File: src/rtl/rotate_right_seq.sv
// Iterative right rotator with valid/ready handshakes, one bit per clock.
// Define ROT_STEP2_EN to rotate two positions per clock while cnt >= 2.
module rotate_right_seq #(
  parameter int WIDTH = 4,
  localparam int SHW = $clog2(WIDTH)
) (
  input  logic             clk,
  input  logic             rst,
  input  logic             in_valid,
  output logic             in_ready,
  input  logic [WIDTH-1:0] in_data,
  input  logic [SHW-1:0]   in_amt,
  output logic             out_valid,
  input  logic             out_ready,
  output logic [WIDTH-1:0] out_data,
  output logic             busy
);

  typedef enum logic [1:0] {
    IDLE,
    SHIFT,
    DONE
  } state_t;

  state_t           state;
  state_t           state_nx;
  logic [WIDTH-1:0] data_r;
  logic [WIDTH-1:0] data_nx;
  logic [WIDTH-1:0] out_nx;
  logic [SHW-1:0]   cnt;
  logic [SHW-1:0]   cnt_nx;

  function automatic logic [WIDTH-1:0] rot1(
    input logic [WIDTH-1:0] d
  );
    return {d[0], d[WIDTH-1:1]};
  endfunction

  always_ff @(posedge clk) begin
    if (rst) begin
      state    <= IDLE;
      data_r   <= '0;
      cnt      <= '0;
      out_data <= '0;
    end else begin
      state    <= state_nx;
      data_r   <= data_nx;
      cnt      <= cnt_nx;
      out_data <= out_nx;
    end
  end

  always_comb begin
    state_nx = state;
    data_nx  = data_r;
    cnt_nx   = cnt;
    out_nx   = out_data;
    unique case (state)
      IDLE: begin
        if (in_valid) begin
          data_nx = in_data;
          cnt_nx  = in_amt;
          if (in_amt != '0) begin
            state_nx = SHIFT;
          end else begin
            state_nx = DONE;
            out_nx   = in_data;
          end
        end
      end
      SHIFT: begin
`ifdef ROT_STEP2_EN
        if (int'(cnt) >= 2) begin
          data_nx = rot1(rot1(data_r));
          cnt_nx  = cnt - SHW'(2);
        end else begin
          data_nx = rot1(data_r);
          cnt_nx  = cnt - SHW'(1);
        end
`else
        data_nx = rot1(data_r);
        cnt_nx  = cnt - SHW'(1);
`endif
        // result is captured on the same edge that enters DONE
        if (cnt_nx == '0) begin
          state_nx = DONE;
          out_nx   = data_nx;
        end
      end
      DONE: begin
        if (out_ready) begin
          state_nx = IDLE;
        end
      end
      default: state_nx = IDLE;
    endcase
  end

  assign in_ready  = (state == IDLE) && !rst;
  assign out_valid = (state == DONE);
  assign busy      = (state != IDLE);

endmodule
File: config.mk
export PLATFORM = sky130hd
export DESIGN_NAME = rotate_right_seq
export DESIGN_NICKNAME = d
export VERILOG_FILES = /design/src/rtl/rotate_right_seq.sv
export SDC_FILE = /design/constraint.sdc
export NUM_CORES = 1
export LEC_CHECK = 0
export BUFFER_PORTS_ARGS = -buffer_cell sky130_fd_sc_hd__clkbuf_2
export CAP_MARGIN = 40
export CORE_MARGIN = 4
export CORE_UTILIZATION = 44
export DETAILED_ROUTE_END_ITERATION = 8
export PLACE_DENSITY_LB_ADDON = 0.05
export SYNTH_ARGS = -nofsm -noshare
export SYNTH_HDL_FRONTEND = slang
export SYNTH_SLANG_ARGS = --single-unit
File: constraint.sdc
create_clock -name clk -period 1.69 [get_ports clk]
set_clock_uncertainty 0.2 [all_clocks]
set_input_delay 0 -clock clk [delete_from_list [all_inputs] [get_ports clk]]
set_output_delay 0 -clock clk [all_outputs]
set_load 0.02 [all_outputs]
==> results.md, run 1 <==
- Mapped Cells: 69
- Slowest CP cell: dlygate4sd3_1
- CTS Buffer Depth: 2
- RSZ-0062 raised after global routing: yes
- Critical Path RT: 1680 ps
- Final setup fails: 0
- HPWL Detailed: 946.3 um
- Yosys warnings: 0
- Final antenna-violating net count: 0
- First-pass GRT wire length: 2.270 mm
- IO buf count: 16
- Die H: 45.71 um
- Mapped Nets: 80
- Worst Tran Pin Value: 308.9 ps
- Latest clock arrival within the worst-skew pair: 270 ps
- Vias per cell: 5.182
- Hold Crit Class: primary input to flop
- Clock root buffer: clkbuf_4
- Largest area contributor in the netlist: dfxtp_1
- Share of layout cells above drive strength 1: 0.3263
- Synthesized area: 625.6 sq um
- Slew margin rel.: 0.7940
- Final slew viol count: 0
- Post-route insts no fill: 110
- Antenna diodes: 0
- Yosys reg bits: 12
- Seq/Total Area, Yosys: 0.3840
- Worst Setup Start Kind: primary input
- Fin util: 0.6467
- Routability-driven placement congestion ratio: 0.7657
- Largest net degree at the start of global routing: 14
- Chip width: 45.71 um
- Synth cell types: 23
- Min Tclk post-route: 1661 ps
- Post-Syn Area per Cell: 9.067 sq um
- Area post-placement: 718.2 sq um
- Final wirelength: 1.370 mm
- CP peak stage delay: 540 ps
- # rows: 13
- Core area: 1318 sq um
- Post-CTS Setup Repair Bufs: 0
- Vias: 570
- Routed len/inst: 12.45 um
- Area Growth Syn to Fin: 36.20%
- Ports: 17
- Num CTS Buffers: 3
- H-tree Lvls: 1
- Worst setup path category: primary input to flop
- # fillers: 115
- Pre-antenna DRT Iters: 4
- Iter 0 DRT Violations: 17
- Status: complete, no violations
- Leak Pwr: 0.0003808 uW
- Clock sink count: 12
- CP Cell Sequence: dlygate4sd3_1 -> clkbuf_2 -> or4b_4 -> a21o_4 -> a211oi_1
- Total track usage: 0.1537
- MaxCap Viol Count: 0
- Peak supply drop: 0.3900 mV
- CTS tree: done
- Initial antenna violation count: 0
- Vias in the first global route: 532
- Die ar.: 2089 sq um
- Arr. time, crit path: 1650 ps
- Power Total: 771.6 uW
- Final hold violation count: 0
- Gr ovfl total: 0
- Design Area, Final: 852.1 sq um
- Area contributors post-synth: dfxtp_1 38%, a211oi_1 16%, mux2_2 9.0%, mux2i_1 6.4%, inv_1 4.2%
- Crit. End Element: flop
- Pwr Density: 905.6 nW/um^2
- Nets: 107
- Residual DRC: 0
- Tcrit/Tclk final: 0.9831
- Clock transition at the registers of the reported paths: 80 ps
- Placed insts: 97
- Initial Util: 0.4748
- Share of the synthesized area in the top cell type: 0.3840
- Peak Freq: 601.9 MHz
- Largest fanout on the critical path: 5
[synth_stat cells]
cell type and instances:
a211oi_1 13, a21o_1 1, a21oi_1 1, a221oi_1 1
a22o_1 1, a311oi_1 1, buf_1 1, buf_2 2
clkbuf_1 2, dfxtp_1 12, ha_1 1, inv_1 7
mux2_2 5, mux2i_1 4, nand2_1 2, nand2b_1 2
nor2_1 7, nor2b_1 1, nor3_1 1, o21ai_0 1
o21ba_2 1, or2_2 1, or4b_4 1
[worst max-delay path, delay by kind of cell]
kind / cells / cell delay [ps]
AO/OA/AOI/OAI: 2 / 460
buffers and inverters: 2 / 680
AND/OR/NAND/NOR: 1 / 510
[through the flow]
step / hold WS, ps / setup slack, ps / TNS (ps)
floorplan: -127.9 / 119.8 / 0
global placement: 77.21 / 104.5 / 0
detailed placement: 65.50 / 53.27 / 0
CTS: 52.63 / 49.84 / 0
global route: 6.418 / -12.06 / -21.38
finish: 6.512 / 28.52 / 0
[report_power, final]
| group | total [uW] | switching, uW | internal [uW] |
|---|---|---|---|
| Sequential | 333 | 19.1 | 314 |
| Combinational | 206 | 106 | 100 |
| Clock | 233 | 102 | 131 |
[state kept, by name, summed over array words and instances (netlist names)]
signal / cells
cnt: 2
data_r: 4
out_data: 4
state: 2
[placed cells by master (no fill, tap or decap), types with 2 or more instances in the layout]
cell type	instances
clkbuf_4	3
inv_1	7
clkbuf_2	16
nand2_1	2
dfxtp_1	12
nand2b_1	2
dlygate4sd3_1	9
nor2_1	7
mux2_2	5
buf_4	2
mux2i_1	4
a211oi_1	13
[final timing paths]
check,from,end,slack (ps),depth (start not counted)
worst max-delay path,in_valid,out_data[0],30,5
worst max register to register,state[0],out_data[0],50,3
worst min register to register,out_data[3],out_data[3],260,2
worst min-delay path,in_amt[0],state[1],7,4
[cell type report]
| cell class | instances | area, sq um | area share |
|---|---|---|---|
| multi-input cells | 45 | 345.3 | 0.4053 |
| flip-flops and latches | 12 | 240.2 | 0.2819 |
| repair buffers | 27 | 185.2 | 0.2173 |
| clock buffers | 4 | 36.28 | 0.04258 |
| inverters | 7 | 26.28 | 0.03084 |
| well taps | 15 | 18.77 | 0.02203 |
[metal layers]
layer | vias to the layer above | share of wire | track usage
met1 | 251 | 0.48 | 0.1905
li1 | 306 | - | -
met3 | 2 | 0.066 | 0.05138
met4 | 0 | 0.0095 | 0.08523
met2 | 11 | 0.44 | 0.2312
met5 | - | 0 | 0
[timing repair]
item	4_1_cts	5_1_grt
endpoints found under the setup margin	0	2
hold buffers	9	0
gates resized for setup	0	1
hold endpoints to repair	12	0
[kinds of logic (layout without fill, tap and decap cells)]
family | after synthesis | in the layout | synth area share
AOI/OAI and AO/OA | 20 | 20 | 0.2420
DFF | 12 | 12 | 0.3840
and+or+nand+nor | 15 | 15 | 0.1240
adders and majority gates | 1 | 1 | 0.02000
muxes | 9 | 9 | 0.1540
buffers and inverters | 12 | 38 | 0.07601
No activity file was read; power rests on OpenSTA's default activity.
==> inputs of run 2 (changes only) <==
Settings changed: CORE_ASPECT_RATIO set to 1.1, CORE_UTILIZATION 44 to 36.
==> run 2 against run 1 <==
Compared with the run above:
- die area up 18%
- maximum frequency shrank 0.90%
- cell area fell by 0.44%
- combinational power is essentially flat
- power is 7.5% lower
- register-to-register slack hardly changed
- clock-buffer cell count decreased by 1
- sequential cell count stayed put
- via count shrank 3.2%
- clock power shrank 25%
- critical path depth unchanged
- routed wire length rose by 1.5%
- largest cell class unchanged
==> results.md, run 2 (same netlist as run 1, synthesis figures left out) <==
- Status: complete, no violations
- Slew margin rel.: 0.7797 (-0.01437)
- Flop-to-flop setup slack: 40 ps (about the same)
- Sum of buffers and inverters on the critical path: 2 (unchanged)
- RR Endpoint: out_data[0]
- Vias in the first global route: 537 (+0.94%)
- Clock sink count: 12 (unchanged)
- HPWL Detailed: 1.006 mm (+6.3%)
- Hold_sp: in_amt[0]
- Hold Crit Class: primary input to flop
- Chip width: 47.75 um (+4.5%)
- Arr. time, crit path: 1660 ps (about the same)
- First-pass GRT wire length: 2.346 mm (+3.3%)
- Ports: 17 (unchanged)
- Area Growth Syn to Fin: 35.60%
- CTS Buffer Depth: 2 (unchanged)
- Total track usage: 0.1353 (-0.01834)
- Highest-count cells in the layout ignoring fill and taps: 16 x clkbuf_2, 12 x a211oi_1, 12 x dfxtp_1, 10 x dlygate4sd3_1
- Grt met1 use: 0.1782 (-0.01228)
- Vias per cell: 4.973 (-4.0%)
- Worst setup path category: primary input to flop
- Peak supply drop: 0.4910 mV (+26%)
- Residual DRC: 0 (unchanged)
- Final wirelength: 1.391 mm (+1.5%)
- CP Cell Sequence: dlygate4sd3_1 -> clkbuf_2 -> or4b_4 -> a21o_4 -> a211oi_1
- Commonest non-fill, non-tap cell in the layout: clkbuf_2
- RSZ-0062 raised after global routing: yes
- Antenna diodes: 0 (unchanged)
- # fillers: 166 (+44%)
- Routed len/inst: 12.53 um (+0.62%)
- MaxCap Viol Count: 0 (unchanged)
- Crit-path leading delay family: buffers and inverters
- Final setup fails: 0 (unchanged)
- CTS tree: done
- Largest net degree at the start of global routing: 14 (unchanged)
- Peak Freq: 596.4 MHz (-0.90%)
- Largest fanout on the critical path: 5 (unchanged)
- Critical Path RT: 1670 ps (about the same)
- Initial antenna violation count: 0 (unchanged)
- H-tree Lvls: 1 (unchanged)
- Gr ovfl total: 0 (unchanged)
- Worst Setup Start Kind: primary input
- Worst reg2reg path startpoint: state[0]
- Initial Util: 0.3876 (-0.08724)
- Crit. path cell count: 5 (unchanged)
- Crit. End Element: flop
- GR Util met3: 0.07266 (+0.02128)
- Share of layout cells above drive strength 1: 0.3191 (-0.007167)
- WHS Path Cells: 3 (-1)
- Tcrit/Tclk final: 0.9921 (+0.008947)
- Final slew viol count: 0 (unchanged)
- # rows: 15 (+2)
- Slowest CP cell: dlygate4sd3_1
- Clock transition at the registers of the reported paths: 70 ps (about the same)
- Post-route insts no fill: 111 (+0.91%)
- Biggest regs: data_r x4, out_data x4
- Nets: 107 (unchanged)
- Core area: 1614 sq um (+23%)
- Design Area, Final: 848.3 sq um (-0.44%)
- Latest clock arrival within the worst-skew pair: 270 ps (about the same)
- GR Util met2: 0.1872 (-0.04397)
- Area post-placement: 713.2 sq um (-0.70%)
- Leak Pwr: 0.0003735 uW (-1.9%)
- Clock root buffer: clkbuf_4
- Min Tclk post-route: 1677 ps (+15.12 ps)
- R2R depth: 3 (unchanged)
- Final hold violation count: 0 (unchanged)
- Worst Tran Pin Value: 330.0 ps (+21.10 ps)
- Most crowded layer after global routing: met2
- Iter 0 DRT Violations: 4 (-13)
- Die H: 51.72 um (+13%)
- Die ar.: 2469 sq um (+18%)
- Placed insts: 98 (+1.0%)
- Min-Delay Endpoint: cnt[0]
- Hold slack: 16.47 ps (+9.955 ps)
- IO buf count: 16 (unchanged)
- Routability-driven placement congestion ratio: 0.7572 (-1.1%)
- Power Total: 714.1 uW (-7.5%)
- CP peak stage delay: 530 ps (about the same)
- Vias: 552 (-3.2%)
- Pre-antenna DRT Iters: 3 (-1)
- Num CTS Buffers: 3 (unchanged)
- Final antenna-violating net count: 0 (unchanged)
- Pwr Density: 841.8 nW/um^2 (-7.0%)
[run 2: cell count changes in the layout (fill, tap and decap cells not counted), sizes merged]
cell and delta:
buf -1, dlygate4sd3 +1, clkbuf -1
[run 2: timing repair]
action                                 in CTS  in global routing
setup endpoints to repair                   0                  3
buffers inserted                            0                  0
endpoints found under the hold margin      12                  0
hold buffers                               10                  0
resized for setup                           0                  2
[run 2: how the worst max path moves through the flow]
stage                          from           to  slack, ps
after floorplan            state[0]  out_data[2]        120
after global placement     state[0]  out_data[1]        100
after detailed placement   state[0]  out_data[0]         80
after CTS                 in_amt[1]  out_data[0]         30
after global routing       in_valid  out_data[1]        -10
final                      in_valid  out_data[0]         10
[run 2: worst min-delay path, delay by kind of cell]
| kind | cells | cell delay (ps) |
|---|---|---|
| buf+inv | 1 | 110 |
| compound gates | 2 | 320 |
[run 2: final cells by class]
| cell class | instances | area (sq um) | area share |
|---|---|---|---|
| inverters | 7 | 26.28 | 0.03097 |
| flip-flops and latches | 12 | 240.2 | 0.2832 |
| well taps | 17 | 21.27 | 0.02507 |
| repair buffers | 27 | 187.7 | 0.2212 |
| multi-input cells | 45 | 350.3 | 0.4130 |
| clock buffers | 3 | 22.52 | 0.02655 |
[run 2: metal layers]
layer | vias to the layer above | wire (um)
li1 | 300 | -
met1 | 236 | 683
met4 | 0 | 17
met5 | - | 0
met3 | 2 | 85
met2 | 14 | 605
[run 2: through the flow]
| stage | worst slack (ps) | TNS [ps] | util |
|---|---|---|---|
| global placement | 99.83 | 0 | 0.4419 |
| finish | 13.40 | 0 | 0.5256 |
| detailed placement | 79.33 | 0 | 0.4419 |
| CTS | 33.14 | 0 | 0.5178 |
| global route | -10.72 | -22.35 | 0.5256 |
| floorplan | 119.8 | 0 | - |
[run 2: power breakdown]
part	internal [uW]	switching, uW	total (uW)
Sequential	314	21.6	335
Combinational	101	103	204
Clock	82.6	92.4	175
